**config.mk**
```make
export PLATFORM = sky130hd
export DESIGN_NAME = mac_tx_arb
export DESIGN_NICKNAME = d
export VERILOG_FILES = /design/src/rtl/mac_tx_arb.sv
export SDC_FILE = /design/constraint.sdc
export NUM_CORES = 1
export LEC_CHECK = 0
export CAP_MARGIN = 20
export CORE_AREA = 4 4 163 165
export CTS_BUF_LIST = sky130_fd_sc_hd__clkbuf_16
export CTS_CLUSTER_SIZE = 12
export DETAILED_ROUTE_END_ITERATION = 7
export DIE_AREA = 0 0 167 169
export HOLD_SLACK_MARGIN = 0.06
export SLEW_MARGIN = 0
export SYNTH_ARGS = -nofsm -noshare
export SYNTH_HDL_FRONTEND = slang
export SYNTH_SLANG_ARGS = --single-unit
export TNS_END_PERCENT = 5
```
**constraint.sdc**
```tcl
create_clock -name clk -period 6 [get_ports clk]
set_clock_uncertainty 0.15 [all_clocks]
set_input_delay 1.8 -clock clk [delete_from_list [all_inputs] [get_ports clk]]
set_output_delay 1.8 -clock clk [all_outputs]
set_load 0.05 [all_outputs]
```
**src/rtl/mac_tx_arb.sv**
```systemverilog
// rtl/mac_tx_arb.sv - round-robin arbiter sharing the MAC TX byte path between N frame sources
package mac_tx_arb_pkg;
    typedef struct packed {
        logic        val;
        logic [47:0] dst;
        logic [47:0] src;
        logic [15:0] ethertype;
        logic [15:0] length;
    } mac_meta_t;
endpackage

module mac_tx_arb
    import mac_tx_arb_pkg::*;
#(
    parameter int N         = 2,
    parameter int IFG_BYTES = 12,
    parameter int WDOG      = 1023
) (
    input  logic              clk,
    input  logic              rst_n,
    input  logic [N-1:0]      req,
    input  mac_meta_t [N-1:0] meta,
    input  logic [N-1:0][7:0] dat,
    input  logic [N-1:0]      val,
    input  logic [N-1:0]      last,
    output logic [N-1:0]      gnt,
    output logic [N-1:0]      rdy,
    output logic [N-1:0]      abort,
    output mac_meta_t         mac_meta,
    output logic [7:0]        mac_dat,
    output logic              mac_val,
    output logic              mac_sof,
    output logic              mac_eof,
    output logic              mac_err,
    input  logic              mac_rdy,
    output logic              busy
);

    localparam int PW = (N > 1) ? $clog2(N) : 1;
    localparam int IW = (IFG_BYTES > 0) ? $clog2(IFG_BYTES + 1) : 1;
    localparam int WW = (WDOG > 0) ? $clog2(WDOG + 1) : 1;
    localparam logic [PW-1:0] SEL_MAX   = PW'(N - 1);
    localparam logic [IW-1:0] IFG_LAST  = IW'(IFG_BYTES - 1);
    localparam logic [WW-1:0] WDOG_LAST = WW'(WDOG - 1);

    typedef enum logic [1:0] {S_IDLE, S_GRANT, S_XFER, S_IFG} state_t;

    state_t         state;
    state_t         state_nxt;
    logic [PW-1:0]  ptr;
    logic [PW-1:0]  sel;
    logic [PW-1:0]  pick;
    logic [IW-1:0]  ifg_cnt;
    logic [WW-1:0]  wdog_cnt;
    logic           started;
    logic           val_sel;
    logic           accept;
    logic           wdog_fire;
    logic           frame_end;

    assign val_sel   = val[sel];
    assign accept    = (state == S_XFER) && val_sel && mac_rdy;
    // A stalled source is cut off on its WDOG-th consecutive cycle without val.
    assign wdog_fire = (WDOG > 0) && (state == S_XFER) && !val_sel && (wdog_cnt == WDOG_LAST);
    assign frame_end = (accept && last[sel]) || wdog_fire;

    always_comb begin
        int  idx;
        logic found;
        pick  = '0;
        found = 1'b0;
        idx   = 0;
        for (int i = 0; i < N; i++) begin
            idx = int'(ptr) + i;
            if (idx >= N) begin
                idx = idx - N;
            end
            if (!found && req[idx]) begin
                pick  = PW'(idx);
                found = 1'b1;
            end
        end
    end

    always_ff @(posedge clk or negedge rst_n) begin
        if (!rst_n) begin
            state <= S_IDLE;
        end else begin
            state <= state_nxt;
        end
    end

    always_comb begin
        state_nxt = state;
        case (state)
            S_IDLE:  if (|req) state_nxt = S_GRANT;
            S_GRANT: state_nxt = S_XFER;
            S_XFER:  if (frame_end) state_nxt = (IFG_BYTES > 0) ? S_IFG : S_IDLE;
            S_IFG:   if (ifg_cnt == IFG_LAST) state_nxt = S_IDLE;
            default: state_nxt = S_IDLE;
        endcase
    end

    always_ff @(posedge clk or negedge rst_n) begin
        if (!rst_n) begin
            ptr      <= '0;
            sel      <= '0;
            mac_meta <= '0;
            ifg_cnt  <= '0;
            wdog_cnt <= '0;
            started  <= 1'b0;
        end else begin
            if (state == S_IDLE && |req) begin
                sel      <= pick;
                mac_meta <= meta[pick];
            end
            if (state == S_XFER) begin
                started  <= started | accept;
                // Backpressure with val high is not a stall, so any val clears the count.
                wdog_cnt <= val_sel ? '0 : wdog_cnt + WW'(1);
                if (frame_end) begin
                    ptr <= (sel == SEL_MAX) ? '0 : sel + PW'(1);
                end
            end else begin
                started  <= 1'b0;
                wdog_cnt <= '0;
            end
            ifg_cnt <= (state == S_IFG) ? ifg_cnt + IW'(1) : '0;
        end
    end

    always_comb begin
        gnt     = '0;
        rdy     = '0;
        abort   = '0;
        mac_dat = '0;
        mac_val = 1'b0;
        mac_sof = 1'b0;
        mac_eof = 1'b0;
        mac_err = 1'b0;
        busy    = (state != S_IDLE);
        case (state)
            S_GRANT: begin
                gnt[sel] = 1'b1;
            end
            S_XFER: begin
                gnt[sel]   = 1'b1;
                rdy[sel]   = mac_rdy;
                abort[sel] = wdog_fire;
                mac_dat    = dat[sel];
                mac_val    = val_sel || wdog_fire;
                mac_sof    = accept && !started;
                mac_eof    = frame_end;
                mac_err    = wdog_fire;
            end
            default: begin
            end
        endcase
    end

endmodule
```
==> results.yml, run 1 <==
worst_setup_path:
  cp_slowest_cell: "clkdlybuf4s50_1"
  path_cells: "clkdlybuf4s50_1, mux2i_1, nor3_1, clkdlybuf4s50_1"
  reg2regPathDepth: 4
  r2r_start: "sel"
  rr_endpoint: "state[1]"
  rrSetupSlack_ns: 3.52
  cpMostUsedCell: "clkdlybuf4s50_1"
  slowest_delay_ns: 0.84
  cp.arrival_ns: 3.53
  critPathRequiredTime_ns: 4.05
  critPathMaxFanout: 5
  criticalPathCategory: "input pin to output pin"
  critPathLaunch: "val[0]"
  critPathLaunchType: "input pin"
  end_kind: "output pin"
synth:
  synth_fp_nets: 970
  synth_seq_area_share_pct: 52.9
  yosys.area.top_type: "dfrtp_1"
  syn_area_per_cell_um2: 10.3
  ys_types: 33
  synthCells: 681
  yosys-top-cells-count: "148 x dfrtp_1, 139 x mux2i_1, 134 x nand2_1"
  synthMostInstantiatedCell: "dfrtp_1"
  synthArstFlopShare_pct: 100
  synth_edf_count: 0
  syn_area_um2: 7000
  synth-seq-cells: 148
  yosys_warnings: 0
  synth_top_cell_area_share_pct: 52.9
  synth_ff_type: "dfrtp_1"
  synthTopCellsByArea: "dfrtp_1 53%, mux2i_1 20%, o21ai_0 9.4%, nand2_1 7.2%, buf_2 1.7%"
timing:
  fmax_ghz: 0.183
  setup_tns_ns: 0
  finalMaxSlewViolations: 0
  hold_violations: 0
  setup_viol: 0
  period_needed_ns: 5.48
  worstMarginPinSlew_ns: 1.07
  finalCritPeriodShare_pct: 91.3
  slew_headroom_pct: 28.3
  rsz0062_at_grt: "no"
placement:
  gp_congestion: 0.791
  portBuffers: 430
  placedInstanceArea_um2: 11600
  place_hpwl_mm: 18.1
clocking:
  clk_pin_slew_worst_paths_ns: 0.06
  cts_resized: 0
  cts_tree: "yes"
  post_cts_buffers: 0
  worstSkewPairLatency_ns: 0.41
  numCtsBuffers: 17
  htreeDepth: 4
  cts.path.max_buffers: 2
  postCtsHoldBufs: 0
  root_buffer: "clkbuf_16"
  clock_sinks: 148
min_path:
  whs_endpoint: "ifg_cnt[0]"
  hp-class: "register to register"
  min-delay-start: "ifg_cnt[0]"
  whs_path_depth: 1
route:
  via_per_inst: 4.33
  drtPass1Iterations: 4
  wl_per_cell_um: 16.3
  drc: 0
  routed_wirelength_mm: 23.4
  vias: 6215
  postRouteAntennaNets: 0
  drtIter0Drc: 314
finish:
  postLayoutCellArea_um2: 12300
  insertedDiodeCount: 0
  nNetsFinal: 1380
  synthToLayoutAreaGrowth_pct: 75.0
  drive_above_1_share_pct: 4.44
floorplan:
  dieArea_um2: 28200
  core_area_um2: 25000
  io_pins: 431
  die_x_um: 167
  start_util_pct: 28.0
  rows: 58
  die_h_um: 169
run_status:
  status: "finished, final reports clean"
power_and_ir_drop:
  leakage_uw: 0.00553
  ir_worst_vdd_uv: 260
  p_per_area_nw_per_um2: 536
global_routing:
  grt_max_degree: 260
  grt_pass1_wl_mm: 35.5
  grt_pass1_vias: 6320
  antenna_found_initial: 0
  overflow: 0
  track_usage_pct: 15.9
flow_run:
  drv_cap: 0
==> flip-flops by register name (all words and copies together), names as in the netlist <==
name      cells
mac_meta    129
wdog_cnt     10
ifg_cnt       4
state         2
ptr           1
sel           1
started       1
==> power breakdown <==
part           switching [uW]  internal (uW)
Sequential                256           1440
Clock                     441            659
Combinational            2490           1280
Total                    3190           3380
==> critical path, delay by kind of cell <==
family / cells / cell delay (ns)
muxes: 1 / 0.15
buffers and inverters: 2 / 1.33
and+or+nand+nor: 1 / 0.24
==> cell families (layout without fill, tap and decap cells) <==
logic type,Yosys count,count (layout),synth area share (%)
buffers and inverters,51,474,3.27
and+or+nand+nor,184,184,10.9
muxes,141,141,20.3
AOI/OAI and AO/OA,142,142,10.4
DFF,148,148,52.9
adders and majority gates,6,6,1.07
xor gates and xnor gates,9,9,1.13
==> layer usage <==
layer  up-vias  GRT usage (%)  wire length [um]
met5         -              0                 0
met4         0           4.98               366
met3        19           5.21              1940
met2       248           28.0             11800
met1      2787           18.5              9260
li1       3161              -                 -
==> final cells by class <==
cell class              count  area (um^2)
fillers                  2431        12800
repair buffers            436         4410
well taps                 330          413
multi-input cells         482         3090
clock inverters            15          183
clock buffers              17          425
flip-flops and latches    148         3700
inverters                   6         22.5
==> cell usage in the layout, fill, tap and decap left out, types with 5 or more instances in the layout <==
master / n
and2_1: 5
buf_12: 6
buf_4: 5
clkbuf_16: 17
clkdlybuf4s50_1: 424
dfrtp_1: 148
ha_1: 6
inv_1: 7
mux2i_1: 139
nand2_1: 134
nand3_1: 6
nor2_1: 22
o21ai_0: 132
xnor2_1: 5
==> stage by stage <==
step	utilization, %	cells	power (uW)	hold slack, ns	setup slack (ns)
3_3_place_gp	46.5	1402	5510	0.304	0.566
6_report	48.9	1434	6570	0.310	0.523
4_1_cts	48.9	1434	6670	0.320	0.515
3_5_place_dp	46.5	1402	5540	0.310	0.510
2_1_floorplan	-	681	4110	0.282	0.345
5_1_grt	48.9	1434	6940	0.328	0.400
==> how the worst max path moves through the flow <==
stage          slack, ns  endpoint  depth (start not counted)
2_1_floorplan       0.34  abort[0]                          3
3_3_place_gp        0.57   mac_sof                          4
3_5_place_dp        0.51   mac_sof                          4
4_1_cts             0.51   mac_sof                          4
5_1_grt             0.40   mac_sof                          4
6_report            0.52   mac_sof                          4
Note: power is estimated with default switching activity, not from simulation.
==> inputs of run 2 (changes only) <==
--- a/config.mk
+++ b/config.mk
@@ -12,6 +12,7 @@
 export DETAILED_ROUTE_END_ITERATION = 7
 export DIE_AREA = 0 0 167 169
 export HOLD_SLACK_MARGIN = 0.06
+export PLACE_DENSITY = 0.65
 export SLEW_MARGIN = 0
 export SYNTH_ARGS = -nofsm -noshare
 export SYNTH_HDL_FRONTEND = slang
==> run 2 against run 1 <==
Effect of this change:
- clock-buffer cell count unchanged
- cell count about the same
- power down 0.90%
- combinational power about the same
- fmax up 0.82%
==> results.yml, run 2 (synthesis results as in run 1) <==
finish:
  nNetsFinal: 1379
  largestRegisters: "mac_meta x129, wdog_cnt x10, ifg_cnt x4"
  final_common_cell: "clkdlybuf4s50_1"
  synthToLayoutAreaGrowth_pct: 74.9
  nFillCells: 2393
  drive_above_1_share_pct: 4.35
  regMostFlops: "mac_meta"
  layout_common_cells: "424 x clkdlybuf4s50_1, 148 x dfrtp_1, 139 x mux2i_1"
  largest_register_ff_count: 129
  fin_cells: 1433
  insertedDiodeCount: 0
  postLayoutCellArea_um2: 12200
  final_util_pct: 48.9
clocking:
  post_cts_buffers: 0
  cts.path.max_buffers: 2
  worstSkewPairLatency_ns: 0.41
  cts_tree: "yes"
  cts_resized: 0
  htreeDepth: 4
  clk_pin_slew_worst_paths_ns: 0.06
  root_buffer: "clkbuf_16"
  clock_sinks: 148
  numCtsBuffers: 17
  postCtsHoldBufs: 0
route:
  drtPass1Iterations: 5
  drc: 0
  postRouteAntennaNets: 0
  routed_wirelength_mm: 22.9
  drtIter0Drc: 267
  vias: 6234
  wl_per_cell_um: 16.0
  via_per_inst: 4.35
worst_setup_path:
  rr_endpoint: "state[1]"
  end_kind: "output pin"
  critPathMaxFanout: 5
  cp.arrival_ns: 3.48
  slowest_delay_ns: 0.84
  r2r_start: "sel"
  rrSetupSlack_ns: 3.54
  reg2regPathDepth: 4
  cpMostUsedCell: "clkdlybuf4s50_1"
  critPathRequiredTime_ns: 4.05
  criticalPathCategory: "input pin to output pin"
  path_cells: "clkdlybuf4s50_1, mux2i_1, nor3_1, clkdlybuf4s50_1"
  cp_slowest_cell: "clkdlybuf4s50_1"
  critPathLaunchType: "input pin"
floorplan:
  rows: 58
  io_pins: 431
  start_util_pct: 28.0
  core_area_um2: 25000
  die_x_um: 167
  dieArea_um2: 28200
  die_h_um: 169
power_and_ir_drop:
  power.switching_uw: 3170
  p_per_area_nw_per_um2: 532
  leakage_uw: 0.00552
  combPwrFrac_pct: 57.8
  ir_worst_vdd_uv: 230
  clkPwrFrac_pct: 16.1
  switching_share_pct: 48.7
  p_int_uw: 3340
  p_seq_share_pct: 26.0
placement:
  placedInstanceArea_um2: 11700
  gp_congestion: 0.796
  post-place-ws_ns: 0.559
  placedCellCount: 1401
  place_hpwl_mm: 17.8
  portBuffers: 430
timing:
  hold_violations: 0
  fmax_ghz: 0.184
  finalMaxSlewViolations: 0
  finalCritPeriodShare_pct: 90.5
  period_needed_ns: 5.43
  slew_headroom_pct: 36.2
  worstMarginPinSlew_ns: 0.958
  fin_ws_ns: 0.567
  setup_viol: 0
  rsz0062_at_grt: "no"
  setup_tns_ns: 0
global_routing:
  grt_pass1_vias: 6227
  track_usage_pct: 15.3
  antenna_found_initial: 0
  overflow: 0
  grt_pass1_wl_mm: 34.4
  grt_max_degree: 150
flow_run:
  drv_cap: 0
min_path:
  whs_path_depth: 1
  min-delay-start: "ifg_cnt[0]"
  hp-class: "register to register"
  whs_endpoint: "ifg_cnt[0]"
run_status:
  status: "finished, final reports clean"
[run 2: changes by cell type in the layout (fill, tap and decap cells not counted)]
cell / previous run / this run
clkinv_4: 2 / 3
buf_4: 5 / 2
clkinvlp_4: 4 / 5
inv_8: 1 / 0
buf_12: 6 / 8
bufinv_16: 3 / 2
[run 2: worst max path at each step]
stage,start,to,slack [ns],cells past startpoint
global placement,val[1],mac_sof,0.58,4
finish,val[1],mac_sof,0.57,4
CTS,val[1],mac_sof,0.56,4
floorplan,val[0],abort[0],0.34,3
global route,val[1],mac_sof,0.46,4
detailed placement,val[1],mac_sof,0.56,4
[run 2: cell type report]
cell class	count	area, um^2	share of cell area [%]
Timing Repair Buffer	435	4430	36.2
Sequential cell	148	3700	30.2
Multi-Input combinational cell	482	3090	25.3
Clock buffer	17	425	3.47
Tap cell	330	413	3.37
Clock inverter	15	158	1.29
Inverter	6	22.5	0.184
[run 2: critical path: cells and delay by family]
kind | cells | cell delay, ns
buffers and inverters | 2 | 1.32
multiplexers | 1 | 0.14
AND/OR/NAND/NOR | 1 | 0.22
[run 2: per-stage QoR]
| stage | power, uW | hold WS (ns) |
|---|---|---|
| CTS | 6610 | 0.310 |
| global route | 6880 | 0.331 |
| finish | 6510 | 0.305 |
| global placement | 5490 | 0.301 |
| floorplan | 4110 | 0.282 |
| detailed placement | 5530 | 0.300 |
[run 2: routing by layer]
metal | vias to the layer above | global-route usage [%] | routed length, um
met2 | 243 | 26.6 | 11600
met3 | 23 | 5.60 | 1970
met1 | 2811 | 17.7 | 8960
met5 | - | 0 | 0
met4 | 0 | 4.84 | 378
li1 | 3157 | - | -
[run 2: power groups by stage]
stage	clock network [uW]	registers, uW	logic [uW]
2_1_floorplan	0	3110	999
3_3_place_gp	0	1690	3790
3_5_place_dp	0	1710	3810
4_1_cts	1090	1700	3820
5_1_grt	1130	1760	3990
6_report	1050	1700	3770
==> inputs of run 3 (changes only) <==
--- a/config.mk
+++ b/config.mk
@@ -8,9 +8,9 @@
 export CAP_MARGIN = 20
 export CORE_AREA = 4 4 163 165
 export CTS_BUF_LIST = sky130_fd_sc_hd__clkbuf_16
-export CTS_CLUSTER_SIZE = 12
 export DETAILED_ROUTE_END_ITERATION = 7
 export DIE_AREA = 0 0 167 169
+export GPL_TIMING_DRIVEN = 0
 export HOLD_SLACK_MARGIN = 0.06
 export PLACE_DENSITY = 0.65
 export SLEW_MARGIN = 0
==> run 3 against run 2 <==
Effect of this change:
- power grew 2.7%
- worst setup slack got worse by 0.44 ns
- largest power group unchanged
- critical path type unchanged
- sequential share of layout area is 0.29 points lower
==> results.yml, run 3 (synthesis results as in run 1) <==
global_routing:
  grt_pass1_vias: 6836
  overflow: 0
  grt_pass1_wl_mm: 39.1
  grtUsageMet2_pct: 31.7
  grt_most_used_layer: "met2"
  use_met3_pct: 5.63
  antenna_found_initial: 0
  grtUsageMet1_pct: 20.8
  grt_max_degree: 76
  track_usage_pct: 17.9
clocking:
  worstSkewPairLatency_ns: 0.41
  htreeDepth: 4
  numCtsBuffers: 17
  postCtsHoldBufs: 0
  cts.path.max_buffers: 2
  cts_tree: "yes"
  cts_resized: 0
  post_cts_buffers: 0
  clk_pin_slew_worst_paths_ns: 0.06
  clock_sinks: 148
  root_buffer: "clkbuf_16"
finish:
  multi_input_area_um2: 3070
  regMostFlops: "mac_meta"
  layout_common_cells: "425 x clkdlybuf4s50_1, 148 x dfrtp_1, 139 x mux2i_1"
  synthToLayoutAreaGrowth_pct: 76.6
  largestRegisters: "mac_meta x129, wdog_cnt x10, ifg_cnt x4"
  largest_register_ff_count: 129
  insertedDiodeCount: 0
  drive_above_1_share_pct: 5.42
  nFillCells: 2446
  seq_area_um2: 3700
  final_common_cell: "clkdlybuf4s50_1"
  nNetsFinal: 1420
timing:
  period_needed_ns: 5.87
  rsz0062_at_grt: "no"
  worstMarginPinSlew_ns: 0.961
  hold_violations: 0
  setup_tns_ns: 0
  finalCritPeriodShare_pct: 97.8
  setup_viol: 0
  finalMaxSlewViolations: 0
  fin_ws_ns: 0.132
  fmax_ghz: 0.170
  slew_headroom_pct: 35.5
worst_setup_path:
  r2r_start: "state[1]"
  criticalPathCategory: "input pin to output pin"
  reg2regPathDepth: 8
  critPathLaunchType: "input pin"
  rr_endpoint: "mac_meta[120]"
  critPathRequiredTime_ns: 4.05
  cp.arrival_ns: 3.92
  rrSetupSlack_ns: 3.29
  critPathMaxFanout: 8
  end_kind: "output pin"
route:
  drc: 0
  routed_wirelength_mm: 26.3
  wl_per_cell_um: 17.8
  drtIter0Drc: 268
  via_per_inst: 4.47
  vias: 6582
  drtPass1Iterations: 4
  postRouteAntennaNets: 0
placement:
  post-place-ws_ns: 0.0283
  portBuffers: 430
  place_hpwl_mm: 21.1
  gp_congestion: 0.803
floorplan:
  die_h_um: 169
  dieArea_um2: 28200
  start_util_pct: 28.0
  core_area_um2: 25000
  rows: 58
  io_pins: 431
  die_x_um: 167
power_and_ir_drop:
  ir_worst_vdd_uv: 270
  p_total_uw: 6690
  p_per_area_nw_per_um2: 541
  leakage_uw: 0.00565
min_path:
  whs_endpoint: "ifg_cnt[0]"
  min-delay-start: "ifg_cnt[0]"
  whs_path_depth: 1
  hp-class: "register to register"
run_status:
  status: "finished, final reports clean"
flow_run:
  drv_cap: 0
[run 3: changes by cell type in the layout (fill, tap and decap cells not counted), sizes merged]
cell / previous run / this run
buf: 11 / 29
bufinv: 2 / 3
clkbuf: 17 / 35
clkdlybuf4s50: 424 / 425
clkinvlp: 5 / 4
dlymetal6s2s: 0 / 4
[run 3: layout make-up]
class | instances | area share (%)
buffer | 45 | 1.67
clock buffer | 17 | 3.44
sequential | 148 | 30.0
timing repair buffer | 431 | 35.1
inverter | 6 | 0.182
multi-input combinational | 482 | 24.8
clock inverter | 15 | 1.46
tap | 330 | 3.34
[run 3: power breakdown]
part	switching (uW)	internal [uW]
Clock	438	659
Sequential	240	1440
Combinational	2610	1300
Total	3290	3400
[run 3: layer usage]
metal  share of wire, %  wire [um]
met1                 40      10400
met2                 51      13500
met3                7.6       1990
met4                1.4        357
met5                  0          0
[run 3: worst max-delay path, cell delays in order]
cell             delay, ns
clkdlybuf4s50_1       0.42
mux2_4                0.30
nor4_4                0.49
clkdlybuf4s50_1       0.91
[run 3: how the worst max path moves through the flow]
stage	startpoint	end	slack (ns)	cells after the start
floorplan	val[0]	abort[0]	0.34	3
global placement	rst_n	mac_meta[60]	-3.20	1
detailed placement	val[0]	mac_val	0.03	6
CTS	val[0]	mac_val	0.03	6
global route	val[0]	mac_err	0.06	4
finish	val[0]	mac_err	0.13	4
[run 3: through the flow]
stage,hold slack (ns),cell area [um^2],utilization [%],instances
CTS,0.317,12400,49.3,1474
global placement,0.299,11700,46.8,1441
finish,0.313,12400,49.4,1474
detailed placement,0.308,11700,46.9,1442
global route,0.347,12400,49.4,1474
floorplan,0.282,7000,-,681
